## src/rtl/core_pkg.sv

```systemverilog
`default_nettype none
// +------------------------------------------------------------------+
// | core_pkg: shared ALU command codes and decode control bundle      |
// | Revision: 1.0                                                     |
// +------------------------------------------------------------------+
package core_pkg;

  localparam logic [3:0] EXE_NOP = 4'b0000;
  localparam logic [3:0] EXE_MOV = 4'b0001;
  localparam logic [3:0] EXE_ADD = 4'b0010;
  localparam logic [3:0] EXE_ADC = 4'b0011;
  localparam logic [3:0] EXE_SUB = 4'b0100;
  localparam logic [3:0] EXE_SBC = 4'b0101;
  localparam logic [3:0] EXE_AND = 4'b0110;
  localparam logic [3:0] EXE_ORR = 4'b0111;
  localparam logic [3:0] EXE_EOR = 4'b1000;
  localparam logic [3:0] EXE_MVN = 4'b1001;

  typedef struct packed {
    logic [3:0] exe_cmd;
    logic       mem_read;
    logic       mem_write;
    logic       wb_en;
    logic       b;
    logic       s;
    logic       valid;
  } ctrl_bundle_t;

  localparam ctrl_bundle_t BUBBLE_CTRL = '{
    exe_cmd:   EXE_NOP,
    mem_read:  1'b0,
    mem_write: 1'b0,
    wb_en:     1'b0,
    b:         1'b0,
    s:         1'b0,
    valid:     1'b0
  };

  // An invalid decode slot must never carry side-effecting control bits.
  function automatic ctrl_bundle_t gate_ctrl(input ctrl_bundle_t c);
    return c.valid ? c : BUBBLE_CTRL;
  endfunction

endpackage
`default_nettype wire

```

## src/rtl/sat_counter.sv

```systemverilog
`default_nettype none
// +------------------------------------------------------------------+
// | sat_counter: event counter that sticks at its maximum value       |
// | Revision: 1.0                                                     |
// +------------------------------------------------------------------+
module sat_counter #(
  parameter int CNT_W = 16
) (
  input  logic             clk,
  input  logic             rst,
  input  logic             inc,
  input  logic             hold,
  output logic [CNT_W-1:0] count
);

  localparam logic [CNT_W-1:0] C_MAX = {CNT_W{1'b1}};

  logic [CNT_W-1:0] count_d;
  logic [CNT_W-1:0] count_q;

  always_comb begin
    count_d = count_q;
    if (inc && !hold && (count_q != C_MAX)) begin
      count_d = count_q + {{(CNT_W-1){1'b0}}, 1'b1};
    end
  end

  always_ff @(posedge clk or posedge rst) begin
    if (rst) begin
      count_q <= '0;
    end else begin
      count_q <= count_d;
    end
  end

  assign count = count_q;

endmodule
`default_nettype wire

```

## src/rtl/id_ex_stage_reg.sv

```systemverilog
`default_nettype none
// +------------------------------------------------------------------+
// | id_ex_stage_reg: decode->execute pipeline register with stall,    |
// | flush and hazard-bubble handling plus debug event counters        |
// | Revision: 1.0                                                     |
// +------------------------------------------------------------------+
module id_ex_stage_reg
  import core_pkg::*;
#(
  parameter int DATA_W     = 32,
  parameter int REG_ADDR_W = 4,
  parameter int CNT_W      = 16
) (
  input  logic                  clk,
  input  logic                  rst,
  input  logic                  freeze,
  input  logic                  flush,
  input  logic                  hazard,
  input  logic                  id_valid,
  input  logic [DATA_W-1:0]     id_pc,
  input  logic [DATA_W-1:0]     id_val_rn,
  input  logic [DATA_W-1:0]     id_val_rm,
  input  logic                  id_imm,
  input  logic [11:0]           id_shift_operand,
  input  logic [23:0]           id_signed_imm_24,
  input  logic [REG_ADDR_W-1:0] id_dest,
  input  logic [REG_ADDR_W-1:0] id_src1,
  input  logic [REG_ADDR_W-1:0] id_src2,
  input  logic [3:0]            id_exe_cmd,
  input  logic                  id_mem_read,
  input  logic                  id_mem_write,
  input  logic                  id_wb_en,
  input  logic                  id_b,
  input  logic                  id_s,
  input  logic                  id_carry,
  output logic                  ex_valid,
  output logic [DATA_W-1:0]     ex_pc,
  output logic [DATA_W-1:0]     ex_val_rn,
  output logic [DATA_W-1:0]     ex_val_rm,
  output logic                  ex_imm,
  output logic [11:0]           ex_shift_operand,
  output logic [23:0]           ex_signed_imm_24,
  output logic [REG_ADDR_W-1:0] ex_dest,
  output logic [REG_ADDR_W-1:0] ex_src1,
  output logic [REG_ADDR_W-1:0] ex_src2,
  output logic [3:0]            ex_exe_cmd,
  output logic                  ex_mem_read,
  output logic                  ex_mem_write,
  output logic                  ex_wb_en,
  output logic                  ex_b,
  output logic                  ex_s,
  output logic                  ex_carry,
  output logic [CNT_W-1:0]      bubble_cnt,
  output logic [CNT_W-1:0]      flush_cnt
);

  typedef struct packed {
    logic [DATA_W-1:0]     pc;
    logic [DATA_W-1:0]     val_rn;
    logic [DATA_W-1:0]     val_rm;
    logic                  imm;
    logic [11:0]           shift_operand;
    logic [23:0]           signed_imm_24;
    logic [REG_ADDR_W-1:0] dest;
    logic [REG_ADDR_W-1:0] src1;
    logic [REG_ADDR_W-1:0] src2;
    logic                  carry;
  } data_bundle_t;

  ctrl_bundle_t ctrl_in;
  data_bundle_t data_in;
  ctrl_bundle_t ctrl_d, ctrl_q;
  data_bundle_t data_d, data_q;
  logic         bubble_inc;

  always_comb begin
    ctrl_in = '{
      exe_cmd:   id_exe_cmd,
      mem_read:  id_mem_read,
      mem_write: id_mem_write,
      wb_en:     id_wb_en,
      b:         id_b,
      s:         id_s,
      valid:     id_valid
    };
    data_in = '{
      pc:            id_pc,
      val_rn:        id_val_rn,
      val_rm:        id_val_rm,
      imm:           id_imm,
      shift_operand: id_shift_operand,
      signed_imm_24: id_signed_imm_24,
      dest:          id_dest,
      src1:          id_src1,
      src2:          id_src2,
      carry:         id_carry
    };
  end

  // Bubbles still capture the data path so forwarding addresses stay observable.
  always_comb begin
    ctrl_d = ctrl_q;
    data_d = data_q;
    if (flush) begin
      ctrl_d = BUBBLE_CTRL;
      data_d = data_in;
    end else if (freeze) begin
      ctrl_d = ctrl_q;
      data_d = data_q;
    end else if (hazard) begin
      ctrl_d = BUBBLE_CTRL;
      data_d = data_in;
    end else begin
      ctrl_d = gate_ctrl(ctrl_in);
      data_d = data_in;
    end
  end

  always_ff @(posedge clk or posedge rst) begin
    if (rst) begin
      ctrl_q <= BUBBLE_CTRL;
      data_q <= '0;
    end else begin
      ctrl_q <= ctrl_d;
      data_q <= data_d;
    end
  end

  // Only a hazard that actually displaced a real instruction counts as a bubble.
  assign bubble_inc = hazard && id_valid && !flush;

  sat_counter #(.CNT_W(CNT_W)) u_bubble_cnt (
    .clk   (clk),
    .rst   (rst),
    .inc   (bubble_inc),
    .hold  (freeze),
    .count (bubble_cnt)
  );

  sat_counter #(.CNT_W(CNT_W)) u_flush_cnt (
    .clk   (clk),
    .rst   (rst),
    .inc   (flush),
    .hold  (1'b0),
    .count (flush_cnt)
  );

  assign ex_valid         = ctrl_q.valid;
  assign ex_exe_cmd       = ctrl_q.exe_cmd;
  assign ex_mem_read      = ctrl_q.mem_read;
  assign ex_mem_write     = ctrl_q.mem_write;
  assign ex_wb_en         = ctrl_q.wb_en;
  assign ex_b             = ctrl_q.b;
  assign ex_s             = ctrl_q.s;
  assign ex_pc            = data_q.pc;
  assign ex_val_rn        = data_q.val_rn;
  assign ex_val_rm        = data_q.val_rm;
  assign ex_imm           = data_q.imm;
  assign ex_shift_operand = data_q.shift_operand;
  assign ex_signed_imm_24 = data_q.signed_imm_24;
  assign ex_dest          = data_q.dest;
  assign ex_src1          = data_q.src1;
  assign ex_src2          = data_q.src2;
  assign ex_carry         = data_q.carry;

endmodule
`default_nettype wire
```

## config.mk

```make
export PLATFORM = sky130hd
export DESIGN_NAME = id_ex_stage_reg
export DESIGN_NICKNAME = d
export VERILOG_FILES = /design/src/rtl/core_pkg.sv /design/src/rtl/sat_counter.sv /design/src/rtl/id_ex_stage_reg.sv
export SDC_FILE = /design/constraint.sdc
export NUM_CORES = 1
export LEC_CHECK = 0
export CORE_MARGIN = 4
export CORE_UTILIZATION = 44
export DETAILED_ROUTE_END_ITERATION = 10
export HOLD_SLACK_MARGIN = 0.15
export PLACE_DENSITY_LB_ADDON = 0.05
export SLEW_MARGIN = 20
export SYNTH_ARGS = -nofsm -noshare
export SYNTH_HDL_FRONTEND = slang
export SYNTH_SLANG_ARGS = --single-unit
```

## constraint.sdc

```tcl
create_clock -name clk -period 9.4 [get_ports clk]
set_input_delay 1.41 -clock clk [delete_from_list [all_inputs] [get_ports clk]]
set_output_delay 1.41 -clock clk [all_outputs]
set_load 0.01 [all_outputs]
```

# Yosys cells after proc, flatten, opt, wreduce, memory -nomap -nowiden
# Index checks and enable logic that the tools add are counted.
# totals
ff_bits,188
wordCells,37
output_inout_bits,188
# classes
addsub,2
eq_ne,3
n_reduce_logical,7
muxes,6
# ops
op,n
146-bit 2-to-1 mux,2
10-bit 2-to-1 mux,4
16-bit by 1-bit adder with 16-bit output (second input constant),2
16-bit != test (second input constant),2
1-bit logical AND,5
1-bit logical NOT,2
2-bit by 1-bit != test with 1-bit output (second input constant),1

# Depth between registers and ports, before layout
# logic_depth
ltp_word,4
depth_mapped,6
ltp_nobuf,5

# Modules after synthesis
# A second synthesis with hierarchy kept.
# unflattened
hier_cells,506
area_unflattened_um2,8146.6
# modules_own_cells
module,seq_area_each_um2,n_inst,cells_per_inst,area_per_inst_um2
id_ex_stage_reg,3903.7,1,358,6502.5
sat_counter,400.4,2,74,822.0

# Least setup slack after synthesis
# OpenSTA, ideal clock, no wires.
# synth_path
kind,input port to flip-flop
start,input port flush
end,register u_bubble_cnt.count_q[12] (netlist: u_bubble_cnt.count[12])
setup_time_ps,127
slack_ps,6801
t_arrival_ps,2472
path_buffers,2
path_stages,6
path_cell_list,buf_2 nand4bb_1 clkbuf_1 nor3_1 nand3b_1 xnor2_1
# synth_between
elab_chain_len,4
# synth_rtl
item,line,text
start: declaration,id_ex_stage_reg.sv:17,"input logic flush,"
1-bit logical NOT,id_ex_stage_reg.sv:130,assign bubble_inc = hazard && id_valid && !flush;
1-bit logical AND,id_ex_stage_reg.sv:130,
1-bit logical AND (2 in a row),sat_counter.sv:23,if (inc && !hold && (count_q != C_MAX)) begin
end signal: assignment,sat_counter.sv:32,count_q <= count_d;
end: declaration,sat_counter.sv:19,logic [CNT_W-1:0] count_q;
# No other way between the ends.
# A chain may end at the register's enable or synchronous reset.

# Final worst setup path
# layout_path
start,input port flush
end,register data_q (netlist bit ex_val_rm[12])
# layout_between
elab_chain_len,1
elab_cells_between_ends,2
cone_classes,eq/ne: 1; mux: 1
# layout_rtl
item,line,text
2-bit by 1-bit != test with 1-bit output (no line) or 146-bit 2-to-1 mux (tied branches),n/a,
end signal: assignment,id_ex_stage_reg.sv:125,data_q <= data_d;
end: declaration,id_ex_stage_reg.sv:73,"data_bundle_t data_d, data_q;"
# Several ways; a longest one is shown, not always the timed one.

==> metrics.md <==
| Metric | Value |
|---|---|
| Crit-path cells | clkdlybuf4s50_1 -> nand2b_4 -> buf_4 -> nand2_1 -> nand2_1 |
| CP arrival | 3890 ps |
| VDD IR max | 129 µV |
| CP startpoint kind | input port |
| Layout cell share with drive strength beyond 1 | 4.05% |
| Final worst path period share | 37.5% |
| Status | finished, final reports clean |
| Slack of the critical path | 5880 ps |
| GRT Total Usage | 23.1% |
| Via count of the first global-routing pass | 6186 |
| Total Die Area | 0.0189 mm² |
| Pwr dens | 180 mW/mm² |
| First-pass GRT wire length | 33.3 mm |
| Post-CTS setup buffer count | 0 |
| Largest net degree at the start of global routing | 109 |
| Area added between synthesis and finish | 58.3% |
| Antenna Violating Nets Remaining | 0 |
| CP most frequent cell | nand2_1 |
| Initial Util | 44.7% |
| Hold WC Path Type | flop to flop |
| Slew Viols, Final | 0 |
| Seq cells post-synth | 188 |
| Yosys cell types | 36 |
| Antenna violations before repair | 0 |
| Relative slew margins | 27.3% |
| Hold buffers post-CTS | 0 |
| Fmax | 0.284 GHz |
| Post-cts sizing count | 0 |
| Worst hold slack | 462 ps |
| Global route overflow | 0 |
| Port Buf Inserts | 348 |
| Cell Rows | 47 |
| Final Hold Fails | 0 |
| Synth Warn # | 0 |
| Slowest stage delay, CP | 730 ps |
| Max-cap violations | 0 |
| Switching part of the total | 25.8% |
| Clk network pwr share | 35.5% |
| Layout Skew | 6.69 ps |
| Post-Route WL | 22.0 mm |
| GPL Wtd Cong | 0.792 |
| CP endpoint kind | flop |
| Die X | 138 µm |
| Unrepaired setup endpoints after global routing | no |
| Clock Pin Slew Worst Setup and Hold Paths | 60 ps |
| Synth area leader | dfrtp_1 |
| Crit-path max FO | 74 |
| Min Tclk post-route | 3520 ps |
| Die Y | 138 µm |
| Design area | 0.0117 mm² |
| Later-pin clock latency in the skew report | 430 ps |
| Post-Syn Nets | 950 |
| Pre-CTS setup slack | 5430 ps |
| Mapped Area | 0.00738 mm² |
| Num CTS Buffers | 17 |
| Sequential power share | 45.1% |
| Pleak | 5.63 nW |
| Core footprint | 0.0165 mm² |
| Post-Synthesis Cells | 787 |
| # setup viols final | 0 |
| Dominant cells by area after synthesis | dfrtp_1, nand2_1, xor2_1 |
| Most common flop cell mapped by yosys | dfrtp_1 |
| WS Path Type | input port to flop |
| Yosys top cell area share | 63.8% |
| EDFF count, synth | 0 |
| Fillcell total | 1303 |
| Clock Tree Buf Depth | 2 |
| WL per Instance | 16.2 µm |
| Setup tns final | 0 ps |
| Root buf cell | clkbuf_16 |
| Combinational share of power | 19.4% |
| DR vias | 6348 |
| Clk sinks | 188 |
| CTS tree | built |
| Area after DPL | 0.0111 mm² |
| Switching pwr | 0.000543 W |
| Ports | 349 |
| # diodes | 0 |
| Hpwl dp | 15.6 mm |
| Ys async rst share | 100% |
| Sequential area share after synthesis | 63.8% |
| Internal | 0.00156 W |
| CP max-delay cell | nand2b_4 |
| Worst-margin pin slew | 1090 ps |
| Drt via density | 4.68 |
| Pre-antenna DRT Iters | 4 |
| DRT iter0 DRCs | 364 |
| Critical Path RT | 9770 ps |
| Htree depth | 4 |
| # DRC | 0 |
| Mean Syn Cell Area | 9.38 µm² |
| Fin nets | 1286 |
[Yosys cell counts (4+ instances only)]
| cell | n |
|---|---|
| buf_1 | 6 |
| dfrtp_1 | 188 |
| nand2_1 | 449 |
| o21ai_0 | 5 |
| nor2_1 | 10 |
| nor4_1 | 6 |
| nand4_2 | 4 |
| nor3_1 | 11 |
| nand4_1 | 9 |
| nand3_1 | 6 |
| clkbuf_1 | 28 |
| xnor2_1 | 7 |
| xor2_1 | 17 |
| a22o_1 | 9 |
[final timing paths]
kind | depth (start not counted) | slack (ps) | to | start
setup / recovery | 5 | 5880 | ex_val_rm[12] | flush
setup reg to reg | 4 | 7500 | u_flush_cnt.count[1] | u_flush_cnt.count[12]
max in group asynchronous | 3 | 6500 | ex_val_rm[24] | rst
hold / removal | 2 | 460 | ex_val_rn[14] | ex_val_rn[14]
min in group asynchronous | 2 | 1580 | ex_val_rn[2] | rst
hold reg to reg | 2 | 460 | ex_val_rn[14] | ex_val_rn[14]
[critical path: cells and delay by family]
kind,cells,cell delay (ps)
buf+inv,2,1440
simple gates,3,960
[metrics by stage]
step | total power [W] | utilization [%] | std cells
floorplan | 0.00110 | - | 787
global placement | 0.00137 | 66.9 | 1324
detailed placement | 0.00137 | 67.0 | 1324
CTS | 0.00212 | 70.7 | 1356
global route | 0.00220 | 70.7 | 1356
finish | 0.00210 | 70.7 | 1356
[layout make-up]
type,count,area [µm²],share of cell area [%]
inverters,1,8.76,0.0750
well taps,220,275,2.36
clock buffers,22,474,4.06
multi-input cells,563,2560,21.9
repair buffers,352,3520,30.1
flip-flops and latches,188,4700,40.3
clock inverters,10,138,1.18
[state kept, by name (all words and copies together) (netlist names), 4 cells and up]
signal / cells
ex_val_rn: 32
ex_signed_imm_24: 24
ex_pc: 32
ex_exe_cmd: 4
ex_dest: 4
ex_shift_operand: 12
u_flush_cnt.count: 16
ex_src2: 4
ex_src1: 4
u_bubble_cnt.count: 16
ex_val_rm: 32
[metal layers]
metal | GRT usage [%] | share of wire, %
met1 | 26.6 | 37
met2 | 38.8 | 51
met3 | 9.53 | 10
met4 | 7.93 | 2.2
met5 | 0 | 0
[cell usage in the layout, fill, tap and decap left out, types with 2 or more instances in the layout]
cell             synthesis  routed
nor4_1                   6       6
nand2_1                449     449
or3_1                    2       2
and4_1                   2       2
nor4_4                   2       2
nand4_1                  9       9
nand3b_1                 2       2
nand3_1                  6       6
o21ai_0                  5       5
and3_1                   3       3
clkbuf_16                0      17
bufinv_16                0       3
dfrtp_1                188     188
clkbuf_8                 0       3
ha_1                     2       2
clkinvlp_4               0       2
clkinv_2                 0       3
nand4_2                  4       4
nor3_1                  11      11
xnor2_1                  7       7
xor2_1                  17      17
buf_4                    0       3
nor2_1                  10      10
a22o_1                   9       9
inv_6                    0       2
clkdlybuf4s50_1          0     348
a21oi_1                  3       3
clkbuf_1                28       2
[cell families (layout without fill, tap and decap cells)]
family                   after synthesis  after routing  share of synthesized area [%]
flip-flops                           188            188                           63.8
multiplexers                           2              2                          0.356
AO/OA/AOI/OAI                         22             22                           2.17
buffers and inverters                 36            385                           1.85
XOR/XNOR                              24             24                           2.85
AND/OR/NAND/NOR                      513            513                           28.7
adder cells (fa/ha/maj)                2              2                          0.339
[power by group through the flow]
stage | sequential, W | combinational (W) | clock (W)
after floorplan | 0.000991 | 0.000112 | 0
after global placement | 0.000959 | 0.000408 | 0
after detailed placement | 0.000961 | 0.000411 | 0
after CTS | 0.000948 | 0.000414 | 0.000759
after global routing | 0.000959 | 0.000444 | 0.000797
final | 0.000948 | 0.000408 | 0.000745
Power figures use the tool's default switching activity.
